$ cat config.mk
export PLATFORM = sky130hd
export DESIGN_NAME = sfi_store_guard
export DESIGN_NICKNAME = d
export VERILOG_FILES = /design/src/rtl/sfi_store_guard.sv
export SDC_FILE = /design/constraint.sdc
export NUM_CORES = 1
export LEC_CHECK = 0
export ABC_AREA = 1
export CAP_MARGIN = 20
export CORE_ASPECT_RATIO = 0.9
export CORE_UTILIZATION = 45
export CTS_CLUSTER_SIZE = 24
export DETAILED_ROUTE_END_ITERATION = 10
export GPL_TIMING_DRIVEN = 0
export PLACE_DENSITY = 0.8
export SKIP_LAST_GASP = 1
export SYNTH_ARGS = -nofsm -noshare
export SYNTH_HDL_FRONTEND = slang
export SYNTH_SLANG_ARGS = --single-unit
export TNS_END_PERCENT = 10
$ cat constraint.sdc
create_clock -name clk -period 5.4 [get_ports clk]
set_clock_uncertainty 0.15 [all_clocks]
set_input_delay 0.81 -clock clk [delete_from_list [all_inputs] [get_ports clk]]
set_output_delay 0.81 -clock clk [all_outputs]
set_load 0.05 [all_outputs]
$ cat src/rtl/sfi_store_guard.sv
// Pipelined SFI store guard: one register stage that rewrites, flags or squashes
// store beats whose address tag falls outside the sandbox segment.
module sfi_store_guard #(
   parameter int unsigned     ADDR_W    = 32,
   parameter int unsigned     TAG_W     = 8,
   parameter logic [TAG_W-1:0] RESET_TAG = TAG_W'(8'hA2),
   parameter bit              EN_DWORD  = 1'b1,
   parameter int unsigned     CNT_W     = 16
) (
   input  logic              clk,
   input  logic              rst_n,
   input  logic              cfg_we,
   input  logic [TAG_W-1:0]  cfg_tag,
   input  logic [1:0]        mode,
   input  logic              trap_clr,
   input  logic              in_valid,
   output logic              in_ready,
   input  logic [ADDR_W-1:0] in_addr,
   input  logic [31:0]       in_instr,
   output logic              out_valid,
   input  logic              out_ready,
   output logic [ADDR_W-1:0] out_addr,
   output logic [31:0]       out_instr,
   output logic              out_viol,
   output logic [CNT_W-1:0]  viol_cnt,
   output logic              trap
);

   localparam int unsigned LOW_W = ADDR_W - TAG_W;
   localparam int unsigned OP_W  = 6;

   localparam logic [1:0] MODE_MONITOR = 2'b01;
   localparam logic [1:0] MODE_BLOCK   = 2'b10;

   logic [TAG_W-1:0]  tag_q, tag_d;
   logic              out_valid_q, out_valid_d;
   logic [ADDR_W-1:0] out_addr_q, out_addr_d;
   logic [31:0]       out_instr_q, out_instr_d;
   logic              out_viol_q, out_viol_d;
   logic [CNT_W-1:0]  cnt_q, cnt_d;
   logic              trap_q, trap_d;

   logic [OP_W-1:0]   opcode_c;
   logic              is_store_c;
   logic              viol_c;
   logic              accept_c;

   assign opcode_c = in_instr[31:26];

   // Store opcode decode; doubleword stores only when enabled
   always_comb begin
      is_store_c = 1'b0;
      unique case (opcode_c)
         6'h28, 6'h29, 6'h2A, 6'h2B, 6'h2E, 6'h38: is_store_c = 1'b1;
         6'h2C, 6'h2D, 6'h3C, 6'h3F:               is_store_c = EN_DWORD;
         default:                                  is_store_c = 1'b0;
      endcase
   end

   assign viol_c   = is_store_c && (in_addr[ADDR_W-1 -: TAG_W] != tag_q);
   assign in_ready = !out_valid_q || out_ready;
   assign accept_c = in_valid && in_ready;

   // Next-state: payload stage, tag register, counter and trap
   always_comb begin
      out_valid_d = out_valid_q;
      out_addr_d  = out_addr_q;
      out_instr_d = out_instr_q;
      out_viol_d  = out_viol_q;
      tag_d       = tag_q;
      cnt_d       = cnt_q;
      trap_d      = trap_q;

      if (accept_c) begin
         out_valid_d = 1'b1;
         out_addr_d  = in_addr;
         out_instr_d = in_instr;
         out_viol_d  = viol_c;
         if (viol_c) begin
            unique case (mode)
               MODE_MONITOR: ;
               MODE_BLOCK:   out_instr_d = 32'h0;
               default:      out_addr_d  = {tag_q, in_addr[LOW_W-1:0]};
            endcase
         end
      end else if (out_ready) begin
         out_valid_d = 1'b0;
      end

      if (cfg_we) begin
         tag_d = cfg_tag;
      end

      // Clear first so a same-cycle violation lands on a zeroed count
      if (trap_clr) begin
         cnt_d  = '0;
         trap_d = 1'b0;
      end
      if (accept_c && viol_c) begin
         trap_d = 1'b1;
         if (cnt_d != {CNT_W{1'b1}}) begin
            cnt_d = cnt_d + CNT_W'(1);
         end
      end
   end

   always_ff @(posedge clk or negedge rst_n) begin
      if (!rst_n) begin
         tag_q       <= RESET_TAG;
         out_valid_q <= 1'b0;
         out_addr_q  <= '0;
         out_instr_q <= '0;
         out_viol_q  <= 1'b0;
         cnt_q       <= '0;
         trap_q      <= 1'b0;
      end else begin
         tag_q       <= tag_d;
         out_valid_q <= out_valid_d;
         out_addr_q  <= out_addr_d;
         out_instr_q <= out_instr_d;
         out_viol_q  <= out_viol_d;
         cnt_q       <= cnt_d;
         trap_q      <= trap_d;
      end
   end

   assign out_valid = out_valid_q;
   assign out_addr  = out_addr_q;
   assign out_instr = out_instr_q;
   assign out_viol  = out_viol_q;
   assign viol_cnt  = cnt_q;
   assign trap      = trap_q;

endmodule

# Word-level counts from Yosys, hierarchy flattened
# Cells that the tools add are included.
[word_totals]
register_bits = 91
inputBits = 80
out_inout_bits = 84
elab_cells = 43
[classes]
add_sub_neg = 1
eq_ne = 14
mux = 12
reduce_logical = 9
[ops]
columns = ["cell", "count"]
rows = [
  ["32-bit 2-to-1 mux", 4],
  ["6-bit == test (second input constant)", 10],
  ["16-bit 2-to-1 mux", 3],
  ["16-bit by 1-bit adder with 16-bit output (second input constant)", 1],
  ["16-bit inequality test (second input constant)", 1],
  ["10-bit OR reduction", 1],
  ["8-bit inequality test", 1],
  ["1-bit 2-to-1 mux", 5],
  ["2-bit nonzero test", 2],
  ["1-bit logical AND", 3],
  ["2-bit by 1-bit == test with 1-bit output (second input constant)", 1],
  ["2-bit == test (second input constant)", 1],
  ["2-bit OR reduction", 1],
  ["1-bit zero test", 1],
  ["1-bit logical OR", 1],
]

# Depth between registers and ports, before layout
[logic_depth]
depth_word = 6
ltp_mapped = 13
ltp_nobuf = 13

# Worst setup path before layout
# No wires, ideal clock.
[synth_path]
path_type = "input-to-reg"
start = "input port trap_clr"
end = "register cnt_q[0], in the netlist viol_cnt[0]"
setup_ps = 118
arrival_ps = 2151
t_required_ps = 5132
slack_ps = 2981
cell_stages = 12
n_path_buf = 1
path_cell_list = "buf_6 > nor2_1 > ha_1 > nand3_2 > inv_1 > nand2_2 > nor2_8 > inv_4 > nand2_1 > nand2_1 > nand2_1 > nand2_1"
[synth_via]
elab_chain_cells = 4
elab_cells_between_ends = 5
classes_between = "1 x add/sub; 1 x eq/ne; 3 x mux"
[synth_lines]
columns = ["item", "line", "source"]
rows = [
  ["from (decl)", "15", "input logic trap_clr,"],
  ["16-bit 2-to-1 mux *", "95", "if (trap_clr) begin"],
  ["16-bit by 1-bit adder with 16-bit output / 16-bit inequality test (equally long branches)", "102, 101", ""],
  ["16-bit 2-to-1 mux", "101", "if (cnt_d != {CNT_W{1'b1}}) begin"],
  ["16-bit 2-to-1 mux *", "99", "if (accept_c && viol_c) begin"],
  ["net cnt_d[0]", "40", "logic [CNT_W-1:0] cnt_q, cnt_d;"],
  ["to (signal assigned)", "122", "cnt_q <= cnt_d;"],
  ["to (decl)", "40", ""],
]
# Mark *: on every way through the listed nets, which the timed path passes. The rest lies on a longest branch.
# A chain may end at the register's enable or synchronous reset.

# Worst setup path after layout
[layout_path]
start = "input port out_ready"
end = "output port in_ready"
[layout_via]
elab_chain_cells = 1
[layout_lines]
columns = ["item", "line", "source"]
rows = [
  ["from (decl)", "21", "input logic out_ready,"],
  ["1-bit logical OR", "61", "assign in_ready = !out_valid_q || out_ready;"],
  ["to (decl)", "17", "output logic in_ready,"],
]
# No other way between the ends.

==> summary.md <==
| Metric | Value |
|---|---|
| Vias in the first global route | 4,467 |
| Drt first pass iters | 4 |
| Vias post-DR | about 4,400 |
| Most frequent cells in the layout | nand2_1 (288), clkdlybuf4s50_1 (162), dfrtp_1 (88), inv_1 (38), o21ai_0 (36) |
| Slew @ Worst Pin | around 560 ps |
| Power, Total | between 1.5 and 2 mW |
| Crit Path Category | primary input to primary output |
| Number of synthesis warnings | 0 |
| Design internal power | 1.206 mW |
| Layout cells sized above 1 | 0.08322 |
| R2R depth | 12 |
| Detailed Route Iter0 Violations | approximately 210 |
| Status | finished clean |
| Area contributors post-synth | dfrtp_1 (48%), nand2_1 (24%), o21ai_0 (4.0%) |
| CTS Hold Bufs | 0 |
| Clk sinks | 91 |
| Max-slew violation count | 0 |
| Setup TNS | 0 ps |
| Worst slack, placed | roughly 2200 ps |
| Count of input and output buffers | 163 |
| Cell mode on critical path | clkdlybuf4s50_1 |
| Die area | 0.01054 mm2 |
| N_diodes | 0 |
| Post-cts resize count | 0 |
| Flop pwr share | 0.416 |
| Area leader, netlist | dfrtp_1 |
| Reg-to-reg slack, setup | 3350 ps |
| DPL Wire Length | about 9300 um |
| Nets | around 850 |
| RR Endpoint | viol_cnt[1] |
| Clock Latency Late Sink | about 350 ps |
| Via density | between 4 and 5 |
| WP buf/inv | 3 |
| Antenna violations before repair | 0 |
| Rows | 34 |
| Synth Area in Adders | 0.005490 |
| Fin util | 0.6747 |
| Filler Cells Inserted | ~800 |
| Routed len/inst | between 10 and 15 um |
| First-pass GRT wire length | about 21,000 um |
| Clock Power Share | 0.248 |
| I/O Pins | about 160 |
| Syn Nets | between 600 and 700 |
| GRT Total Usage | 0.2504 |
| Die Span X | approximately 110 um |
| Crit start category | primary input |
| Pleak | between 3 and 4 nW |
| RSZ-0062 raised after global routing | false |
| CTS Buf Count | 9 |
| Crit path max-delay cell type | clkdlybuf4s50_1 |
| Switch share | 0.3749 |
| CP endpoint kind | primary output |
| CP arrival | approximately 2200 ps |
| Routability cong. | around 0.9 |
| Clock Pin Slew Worst Setup and Hold Paths | ~90 ps |
| Worst setup margin | roughly 2200 ps |
| Layout area overhead | 44.19% |
| Main combinational cell family by area after synthesis | simple AND/OR/NAND/NOR gates |
| Largest fanout on the critical path | 3 |
| Placed Cells | a little under 900 |
| Compound-Gate Fraction of Synth Area | 0.06533 |
| CP cell instances | clkdlybuf4s50_1, inv_1, nand2_1, clkdlybuf4s50_1 |
| Clk buf depth | 2 |
| DRT Wirelength | between 10,000 and 15,000 um |
| Mux share of post-synthesis cell area | 0.01482 |
| Simple-gate share of the synthesized area | 0.3376 |
| CTS tree | yes |
| Gr ovfl total | 0 |
| # DRC | 0 |
| Share of the synthesized area in the top cell type | 0.4831 |
| Worst VDD drop | 0.0001855 V |
| Final hold vios | 0 |
| Synth Register Bits | a little over 90 |
| Max cap viols | 0 |
| Psw | 723.6 uW |
| Count of cell types in the netlist | 31 |
| Die Ht | ~100 um |
| Post-CTS Setup Bufs | 0 |
| Post-synthesis sequential area ratio | 0.5004 |
| Class of the worst hold path | primary input to asynchronous set/reset pin |
| Combinational share of power | 0.336 |
| Mapped Cells | ~590 |
| Pwr/cell area | 293.6 mW/mm2 |
| WP data required | 4440 ps |
| # setup viols final | 0 |
| Largest net degree at the start of global routing | 51 |
| Worst r2r src | viol_cnt[1] |
| Initial Util | 0.4679 |
| Delay-heaviest family, CP | buffers and inverters |
| Maximum clock frequency | 315.4 MHz |
| Core area | ~0.0097 mm2 |
| Cell area after synthesis | 0.004558 mm2 |
| Routed Antenna Nets | 0 |
| Shortest period the worst path allows | 3171 ps |
| H-tree levels | 3 |
| Layout Cells excl Fill | roughly 900 |
| Clock root cell | clkbuf_8 |
| XOR/XNOR Fraction of Synth Area | 0.01537 |
| Period utilisation layout | 0.5872 |
| Slew headroom | 0.6255 |
| Syn avg cell area | around 7.7 um2 |
| CP max stage delay | around 800 ps |
| Commonest non-fill, non-tap cell in the layout | nand2_1 |
## per-stage QoR
step / hold WS [ps] / instance area [um2]
final: 276.2 / 6573
after global routing: 305.3 / 6573
after CTS: 293.3 / 6573
after detailed placement: 317.8 / 6372
after global placement: 311.1 / 6347
after floorplan: 325.9 / 4558
## cell usage after synthesis (all sizes together)
| library cell | n |
|---|---|
| a21oi | 2 |
| buf | 11 |
| clkbuf | 11 |
| clkinv | 1 |
| dfrtp | 88 |
| dfstp | 3 |
| ha | 2 |
| inv | 41 |
| mux2 | 6 |
| nand2 | 292 |
| nand3 | 26 |
| nand3b | 1 |
| nand4 | 6 |
| nor2 | 40 |
| nor3 | 1 |
| o21ai | 50 |
| xnor2 | 4 |
| xor2 | 4 |
## metal layers
metal / share of wire / track usage / wire length (um)
met2: 0.49 / 0.4165 / 6081
met5: 0 / 0 / 0
met3: 0.066 / 0.05768 / 811
met1: 0.41 / 0.3102 / 5074
met4: 0.028 / 0.1033 / 346
## how the worst max path moves through the flow
stage / start / endpoint / slack (ps) / cells past startpoint
CTS: out_ready / in_ready / 2230 / 4
floorplan: trap_clr / viol_cnt[0] / 2980 / 12
global placement: rst_n / out_addr[17] / 110 / 1
detailed placement: out_ready / in_ready / 2230 / 4
global route: out_ready / in_ready / 2180 / 4
finish: out_ready / in_ready / 2230 / 4
## layout make-up
| class | count | area (um2) | share of cell area |
|---|---|---|---|
| plain buffers | 22 | 117.6 | 0.01789 |
| clock buffers | 10 | 127.6 | 0.01942 |
| clock inverters | 6 | 72.57 | 0.01104 |
| inverters | 42 | 160.2 | 0.02437 |
| multi-input cells | 434 | 1999 | 0.3042 |
| flip-flops and latches | 91 | 2281 | 0.3470 |
| well taps | 126 | 157.7 | 0.02399 |
| repair buffers | 164 | 1657 | 0.2520 |
## cells by family (layout without fill, tap and decap cells)
family / Yosys count / after routing
DFF: 91 / 91
muxes: 6 / 6
and+or+nand+nor: 366 / 366
xor gates and xnor gates: 8 / 8
buffers and inverters: 64 / 244
AOI/OAI and AO/OA: 52 / 52
adders and majority gates: 2 / 2
## flip-flops by register name, summed over array words and instances, names as in the netlist
signal     cells
out_addr      32
out_instr     32
out_valid      1
out_viol       1
tag_q          8
trap           1
viol_cnt      16
## power groups by stage
| stage | Combinational (mW) | Sequential [mW] | Clock, mW |
|---|---|---|---|
| 3_3_place_gp | 0.639 | 0.812 | 0 |
| 5_1_grt | 0.689 | 0.813 | 0.514 |
| 4_1_cts | 0.653 | 0.803 | 0.488 |
| 2_1_floorplan | 0.130 | 1.06 | 0 |
| 3_5_place_dp | 0.650 | 0.814 | 0 |
| 6_report | 0.648 | 0.803 | 0.479 |
## worst register-to-register path: cells and delay by family, from the launching register on
family / cells / cell delay [ps]
adder cells (fa/ha/maj): 1 / 290
buffers and inverters: 3 / 280
flip-flops: 1 / 380
AND/OR/NAND/NOR: 8 / 850
(Power assumes the default switching activity.)
